==> src/rtl/cmd_addr_sequencer_if.sv <==
// Request and latch-unit signal bundle for cmd_addr_sequencer.
// Handshakes: start is taken only while busy=0 (done cycle included); lu_activate is a
// one-cycle request, lu_busy high acknowledges it and its fall completes the op.
interface cmd_addr_sequencer_if;
  logic        start;
  logic [7:0]  cmd1;
  logic [2:0]  addr_count;
  logic [39:0] addr;
  logic        has_cmd2;
  logic [7:0]  cmd2;
  logic        wait_rb;
  logic        nand_rb;
  logic        lu_busy;
  logic        lu_activate;
  logic        lu_latch_type;
  logic [15:0] lu_data;
  logic        busy;
  logic        done;
  logic        error;

  modport master (
    output start, cmd1, addr_count, addr, has_cmd2, cmd2, wait_rb, nand_rb, lu_busy,
    input  lu_activate, lu_latch_type, lu_data, busy, done, error
  );

  modport slave (
    input  start, cmd1, addr_count, addr, has_cmd2, cmd2, wait_rb, nand_rb, lu_busy,
    output lu_activate, lu_latch_type, lu_data, busy, done, error
  );
endinterface

==> src/rtl/cmd_addr_sequencer.sv <==
// Expands one command/address request into single latch-unit operations, then
// optionally times t_wb and waits on ready/busy with a timeout.
module cmd_addr_sequencer #(
  parameter int T_WB       = 20,
  parameter int RB_TIMEOUT = 65535
) (
  input  logic                 clk,
  input  logic                 nreset,
  cmd_addr_sequencer_if.slave  bus,
  output logic [2:0]           dbg_state
);

  typedef enum logic [2:0] {
    S_IDLE    = 3'd0,
    S_CMD1    = 3'd1,
    S_ADDR    = 3'd2,
    S_CMD2    = 3'd3,
    S_TWB     = 3'd4,
    S_WAIT_RB = 3'd5,
    S_DONE    = 3'd6
  } state_t;

  typedef enum logic [1:0] {
    P_ISSUE = 2'd0,
    P_ACK   = 2'd1,
    P_DRAIN = 2'd2
  } phase_t;

  localparam logic [15:0] TWB_LOAD = 16'(T_WB);
  localparam logic [15:0] RB_LIMIT = 16'(RB_TIMEOUT);

  state_t      state;
  phase_t      phase;
  logic [39:0] r_addr;
  logic [2:0]  r_count;
  logic [2:0]  r_idx;
  logic        r_has_cmd2;
  logic [7:0]  r_cmd2;
  logic        r_wait_rb;
  logic [15:0] twb_cnt;
  logic [15:0] rb_cnt;

  logic        act_q;
  logic        type_q;
  logic [15:0] data_q;
  logic        busy_q;
  logic        done_q;
  logic        err_q;

  // What follows the op currently draining: another address byte, cmd2, or the tail.
  logic        go_addr;
  logic        go_cmd2;
  logic [2:0]  nxt_idx;
  logic [39:0] addr_shift;
  logic [7:0]  nxt_byte;
  state_t      nxt_state;

  always_comb begin
    go_addr    = 1'b0;
    go_cmd2    = 1'b0;
    nxt_idx    = r_idx;
    addr_shift = 40'd0;
    nxt_byte   = 8'h00;
    nxt_state  = S_DONE;
    if (state == S_CMD1) begin
      nxt_idx = 3'd0;
      go_addr = (r_count != 3'd0);
    end else if (state == S_ADDR) begin
      nxt_idx = r_idx + 3'd1;
      go_addr = ((r_idx + 3'd1) < r_count);
    end
    go_cmd2    = !go_addr && r_has_cmd2 && (state == S_CMD1 || state == S_ADDR);
    addr_shift = r_addr >> {nxt_idx, 3'b000};
    nxt_byte   = go_addr ? addr_shift[7:0] : r_cmd2;
    if (go_addr)        nxt_state = S_ADDR;
    else if (go_cmd2)   nxt_state = S_CMD2;
    else if (r_wait_rb) nxt_state = S_TWB;
    else                nxt_state = S_DONE;
  end

  always_ff @(posedge clk or negedge nreset) begin
    if (!nreset) begin
      state      <= S_IDLE;
      phase      <= P_ISSUE;
      r_addr     <= 40'd0;
      r_count    <= 3'd0;
      r_idx      <= 3'd0;
      r_has_cmd2 <= 1'b0;
      r_cmd2     <= 8'h00;
      r_wait_rb  <= 1'b0;
      twb_cnt    <= 16'd0;
      rb_cnt     <= 16'd0;
      act_q      <= 1'b0;
      type_q     <= 1'b0;
      data_q     <= 16'h0000;
      busy_q     <= 1'b0;
      done_q     <= 1'b0;
      err_q      <= 1'b0;
    end else begin
      act_q  <= 1'b0;
      done_q <= 1'b0;
      case (state)
        S_IDLE, S_DONE: begin
          if (bus.start) begin
            r_addr     <= bus.addr;
            r_count    <= (bus.addr_count > 3'd5) ? 3'd5 : bus.addr_count;
            r_idx      <= 3'd0;
            r_has_cmd2 <= bus.has_cmd2;
            r_cmd2     <= bus.cmd2;
            r_wait_rb  <= bus.wait_rb;
            state      <= S_CMD1;
            phase      <= P_ISSUE;
            act_q      <= 1'b1;
            type_q     <= 1'b0;
            data_q     <= {8'h00, bus.cmd1};
            busy_q     <= 1'b1;
            err_q      <= 1'b0;
          end else begin
            state <= S_IDLE;
          end
        end
        S_CMD1, S_ADDR, S_CMD2: begin
          case (phase)
            P_ISSUE: phase <= P_ACK;
            P_ACK:   if (bus.lu_busy) phase <= P_DRAIN;
            default: begin
              // Byte and type stay put until this point, so they never move under lu_busy.
              if (!bus.lu_busy) begin
                state <= nxt_state;
                r_idx <= nxt_idx;
                phase <= P_ISSUE;
                if (go_addr || go_cmd2) begin
                  act_q  <= 1'b1;
                  type_q <= go_addr;
                  data_q <= {8'h00, nxt_byte};
                end else if (r_wait_rb) begin
                  twb_cnt <= TWB_LOAD;
                end else begin
                  done_q <= 1'b1;
                  busy_q <= 1'b0;
                end
              end
            end
          endcase
        end
        S_TWB: begin
          if (twb_cnt <= 16'd1) begin
            state  <= S_WAIT_RB;
            rb_cnt <= 16'd0;
          end else begin
            twb_cnt <= twb_cnt - 16'd1;
          end
        end
        S_WAIT_RB: begin
          if (bus.nand_rb) begin
            state  <= S_DONE;
            done_q <= 1'b1;
            busy_q <= 1'b0;
            err_q  <= 1'b0;
          end else if ((rb_cnt + 16'd1) == RB_LIMIT) begin
            state  <= S_DONE;
            done_q <= 1'b1;
            busy_q <= 1'b0;
            err_q  <= 1'b1;
          end else begin
            rb_cnt <= rb_cnt + 16'd1;
          end
        end
        default: state <= S_IDLE;
      endcase
    end
  end

  assign bus.lu_activate   = act_q;
  assign bus.lu_latch_type = type_q;
  assign bus.lu_data       = data_q;
  assign bus.busy          = busy_q;
  assign bus.done          = done_q;
  assign bus.error         = err_q;
  assign dbg_state         = state;

endmodule

==> src/flat_wrapper.sv <==
// flat-port wrapper written by rule: the top's interface ports become plain ports
module cmd_addr_sequencer_flat 
#(
  parameter int T_WB       = 20,
  parameter int RB_TIMEOUT = 65535
)
  (clk, nreset, dbg_state, bus_start, bus_cmd1, bus_addr_count, bus_addr, bus_has_cmd2, bus_cmd2, bus_wait_rb, bus_nand_rb, bus_lu_busy, bus_lu_activate, bus_lu_latch_type, bus_lu_data, bus_busy, bus_done, bus_error);
  cmd_addr_sequencer_if bus_i ();
  input  logic clk;
  input  logic nreset;
  output logic [2:0] dbg_state;
  input wire logic [$bits(bus_i.start)-1:0] bus_start;
  input wire logic [$bits(bus_i.cmd1)-1:0] bus_cmd1;
  input wire logic [$bits(bus_i.addr_count)-1:0] bus_addr_count;
  input wire logic [$bits(bus_i.addr)-1:0] bus_addr;
  input wire logic [$bits(bus_i.has_cmd2)-1:0] bus_has_cmd2;
  input wire logic [$bits(bus_i.cmd2)-1:0] bus_cmd2;
  input wire logic [$bits(bus_i.wait_rb)-1:0] bus_wait_rb;
  input wire logic [$bits(bus_i.nand_rb)-1:0] bus_nand_rb;
  input wire logic [$bits(bus_i.lu_busy)-1:0] bus_lu_busy;
  output wire logic [$bits(bus_i.lu_activate)-1:0] bus_lu_activate;
  output wire logic [$bits(bus_i.lu_latch_type)-1:0] bus_lu_latch_type;
  output wire logic [$bits(bus_i.lu_data)-1:0] bus_lu_data;
  output wire logic [$bits(bus_i.busy)-1:0] bus_busy;
  output wire logic [$bits(bus_i.done)-1:0] bus_done;
  output wire logic [$bits(bus_i.error)-1:0] bus_error;
  assign bus_i.start = bus_start;
  assign bus_i.cmd1 = bus_cmd1;
  assign bus_i.addr_count = bus_addr_count;
  assign bus_i.addr = bus_addr;
  assign bus_i.has_cmd2 = bus_has_cmd2;
  assign bus_i.cmd2 = bus_cmd2;
  assign bus_i.wait_rb = bus_wait_rb;
  assign bus_i.nand_rb = bus_nand_rb;
  assign bus_i.lu_busy = bus_lu_busy;
  assign bus_lu_activate = bus_i.lu_activate;
  assign bus_lu_latch_type = bus_i.lu_latch_type;
  assign bus_lu_data = bus_i.lu_data;
  assign bus_busy = bus_i.busy;
  assign bus_done = bus_i.done;
  assign bus_error = bus_i.error;
  cmd_addr_sequencer #(.T_WB(T_WB), .RB_TIMEOUT(RB_TIMEOUT)) u_core (.clk(clk), .nreset(nreset), .bus(bus_i), .dbg_state(dbg_state));
endmodule
==> config.mk <==
export PLATFORM = sky130hd
export DESIGN_NAME = cmd_addr_sequencer_flat
export DESIGN_NICKNAME = d
export VERILOG_FILES = /design/src/rtl/cmd_addr_sequencer_if.sv /design/src/rtl/cmd_addr_sequencer.sv /design/src/flat_wrapper.sv
export SDC_FILE = /design/constraint.sdc
export NUM_CORES = 1
export LEC_CHECK = 0
export CAP_MARGIN = 20
export CORE_UTILIZATION = 47
export DETAILED_ROUTE_END_ITERATION = 16
export PLACE_DENSITY_LB_ADDON = 0.25
export SYNTH_ARGS = -nofsm -noshare
export SYNTH_HDL_FRONTEND = slang
export SYNTH_SLANG_ARGS = --single-unit
==> constraint.sdc <==
create_clock -name clk -period 3.32 [get_ports clk]
set_clock_uncertainty 0.15 [all_clocks]
set_input_delay 0.332 -clock clk [delete_from_list [all_inputs] [get_ports clk]]
set_output_delay 0.332 -clock clk [all_outputs]
set_load 0.1 [all_outputs]
==> flow_summary.yaml <==
finish:
  fin_nets: 878
  final_cell_mix: "nand2_1 (218), dfrtp_1 (106), clkdlybuf4s50_1 (77)"
  n_antenna_cell: 0
  fin_util_pct: 57.7
  drive_gt1_share_pct: 6.80
  multi_input_area_um2: 3160
  register_area_um2: 2650
  nFillCells: 1149
  syn2layout_area_growth_pct: 19.7
  final_common_cell: "nand2_1"
floorplan:
  die-area_um2: 13500
  die_w_um: 116
  io_pins: 90
  die_h_um: 116
  row_count: 41
  core_area_um2: 12700
  start_util_pct: 48.2
worst_hold_path:
  holdCritPathClass: "reg -> reg"
  whs_path_depth: 2
logic_synthesis:
  syn_inst: 745
  seq_area_frac_synth_pct: 43.4
  async_flop_share_pct: 100
  synthDistinctLibCells: 72
  yosys_warnings: 0
  synth_area_um2: 6110
  yosys_register_bits: 106
  ys.flop_type: "dfrtp_1"
  avgSynthCellArea_um2: 8.20
  synth_edf_count: 0
clock_network:
  cts_buffers: 9
  clk_path_buf_depth: 2
  clk_latency_ns: 0.35
  clkSlewWorstSetupHoldPaths_ns: 0.07
  cts_tree: "built"
  cts_sinks: 106
  cts_root_buf: "clkbuf_16"
  htree_levels: 3
  postCtsSetupBuffers: 0
  post_cts_resized: 0
critical_path:
  crit_arrival_ns: 3.15
  end_kind: "flip-flop"
  critical_path.endpoint: "u_core.twb_cnt[3]$_DFFE_PN0P_"
  r2r-end: "u_core.twb_cnt[3]$_DFFE_PN0P_"
  r2r_start: "u_core.r_idx[1]$_DFFE_PN0P_"
  critPathRequiredTime_ns: 3.45
  rrSetupSlack_ns: 0.31
  crit_top_cell: "ha_1"
  critPathBufInv: 0
  startpoint: "u_core.r_idx[1]$_DFFE_PN0P_"
  ff2ff_path_depth: 9
  slowest_stage: "or4_1"
  cp_max_fo: 17
  slowest_delay_ns: 0.52
  cp.depth: 9
  cp_top_family: "compound AO/OA/AOI/OAI gates"
  crit_chain: "ha_1, ha_1, a21boi_0, o21ai_0, a31oi_1, a21oi_2, a21o_1, or4_1, nand3_1"
  cp-start-kind: "flip-flop"
  critical_path_class: "reg -> reg"
detailed_routing:
  drcViolationCount: 0
  routed_wirelength_um: 15500
  num_vias: 5604
  ant_nets: 0
  post_drt_wl_per_cell_um: 15.8
  viasPerCell: 5.71
  dr.first_iter.drc_count: 686
  drt_pass1_iterations: 8
power:
  p_leak_nw: 3.21
  p_per_area_nw_per_um2: 980
  vdd_drop_max_mv: 0.434
sta:
  fmax_mhz: 332
  finalMaxSlewViolations: 0
  min_period_ns: 3.01
  setup_ws_ns: 0.309
  rsz0062_at_grt: "false"
  worstMarginPinSlew_ns: 0.982
  maxSlewHeadroom_pct: 34.4
  fin_crit_sh_pct: 90.7
  setup_violations: 0
  setup_tns_ns: 0
  hold_viol_final: 0
placed_design:
  place_congestion: 0.839
  pre_cts_slack_ns: 0.338
  hpwl_um: 10800
  port-buffer-count: 81
global_routing:
  antenna_found_initial: 0
  grt_max_degree: 63
  overflow: 0
  grt_pass1_vias: 5207
  grt_first_pass_wirelength_um: 25400
  track_usage_pct: 24.2
outcome:
  outcome: "finished, final reports clean"
job:
  cap_violations: 0
what timing repair did:
action,CTS,global route
endpoints found under the setup margin,0,0
hold endpoints to repair,60,0
hold buffers,1,0
worst min-delay path, cell delays in order (launching register included):
cell and delay [ns]:
dfrtp_1 0.34, nand2_1 0.05, nand2_1 0.05
routing by layer:
layer | up-vias | part of all wire, % | global-route usage, % | wire (um)
li1 | 2731 | - | - | -
met4 | 0 | 2.0 | 7.52 | 314
met1 | 2698 | 45 | 32.0 | 6940
met5 | - | 0 | 0 | 0
met2 | 157 | 49 | 39.9 | 7510
met3 | 18 | 4.5 | 5.28 | 697
report_power, final:
| part | total, mW | leakage (nW) | internal [mW] | switching, mW |
|---|---|---|---|---|
| sequential | 2.34 | 1.34 | 1.81 | 0.528 |
| clock | 1.07 | 0.142 | 0.603 | 0.471 |
| combinational | 3.75 | 1.73 | 1.32 | 2.43 |
logic make-up after synthesis:
family	after synthesis	synth area share, %
flip-flops	106	43.4
other	1	0.0614
AO/OA/AOI/OAI	202	23.0
multiplexers	7	1.15
buffers and inverters	71	5.37
XOR/XNOR	4	0.697
AND/OR/NAND/NOR	347	24.8
adder cells (fa/ha/maj)	7	1.43
Yosys cell counts (2+ instances only):
cell type  number  area [um^2]
or2_2           3         18.8
nand2b_1        5         31.3
or3_1           6         37.5
nor3_1         20          100
dfrtp_1       106         2650
buf_4           8         60.1
o31ai_1        11         82.6
buf_2          12         60.1
clkbuf_1       20         75.1
inv_1          17         63.8
o221a_2         7         78.8
o21bai_1        3         22.5
and2_0          2         12.5
buf_6           2         22.5
nor2_1         36          135
o21ai_0        67          335
mux2i_1         7         70.1
xnor2_1         2         17.5
nand4_1         7         43.8
nor4_1          3         18.8
a221oi_1        8         70.1
a21oi_1        35          175
buf_1           9         33.8
and3_1          2         12.5
o211ai_1        9         67.6
and4_1          5         43.8
a22o_1         11         96.3
a222oi_1        8         80.1
nor2b_1         7         43.8
a31oi_1         6         37.5
ha_1            7         87.6
nand3_1        21          105
nand2_1       218          818
o21ai_1         4         20.0
o41ai_1         2         17.5
o22ai_1         5         31.3
o211a_1         7         70.1
or4_1           2         15.0
o22a_1          2         17.5
worst min-delay path by stage:
stage                                 start                      endpoint  slack, ns
6_report       u_core.r_cmd2[0]$_DFFE_PN0P_  u_core.r_cmd2[0]$_DFFE_PN0P_       0.33
3_3_place_gp   u_core.r_cmd2[6]$_DFFE_PN0P_  u_core.r_cmd2[6]$_DFFE_PN0P_       0.30
2_1_floorplan                        nreset   u_core.bus.busy$_DFFE_PN0P_      -0.11
5_1_grt        u_core.r_cmd2[2]$_DFFE_PN0P_  u_core.r_cmd2[2]$_DFFE_PN0P_       0.34
4_1_cts        u_core.r_cmd2[0]$_DFFE_PN0P_  u_core.r_cmd2[0]$_DFFE_PN0P_       0.33
3_5_place_dp   u_core.r_cmd2[0]$_DFFE_PN0P_  u_core.r_cmd2[0]$_DFFE_PN0P_       0.31
final cells by class:
class	count	area share, %
Clock buffer	11	3.32
Clock inverter	4	0.702
Inverter	19	0.976
Multi-Input combinational cell	575	43.3
Sequential cell	106	36.3
Tap cell	172	2.94
Timing Repair Buffer	94	12.5
state kept, by name, indices dropped and copies added (netlist names):
| name | flops |
|---|---|
| u_core.bus.busy | 1 |
| u_core.bus.done | 1 |
| u_core.bus.error | 1 |
| u_core.bus.lu_activate | 1 |
| u_core.bus.lu_data | 8 |
| u_core.bus.lu_latch_type | 1 |
| u_core.dbg_state | 3 |
| u_core.phase | 2 |
| u_core.r_addr | 40 |
| u_core.r_cmd2 | 8 |
| u_core.r_count | 3 |
| u_core.r_has_cmd2 | 1 |
| u_core.r_idx | 3 |
| u_core.r_wait_rb | 1 |
| u_core.rb_cnt | 16 |
| u_core.twb_cnt | 16 |
per-stage QoR:
step	hold slack (ns)	instances	cell area [um^2]	total power, mW
6_report	0.325	981	7310	7.17
5_1_grt	0.342	981	7310	7.69
4_1_cts	0.325	981	7310	7.18
3_5_place_dp	0.308	965	7010	6.07
3_3_place_gp	0.305	965	7010	5.96
2_1_floorplan	-0.114	752	6130	5.11
(Power assumes the default switching activity.)
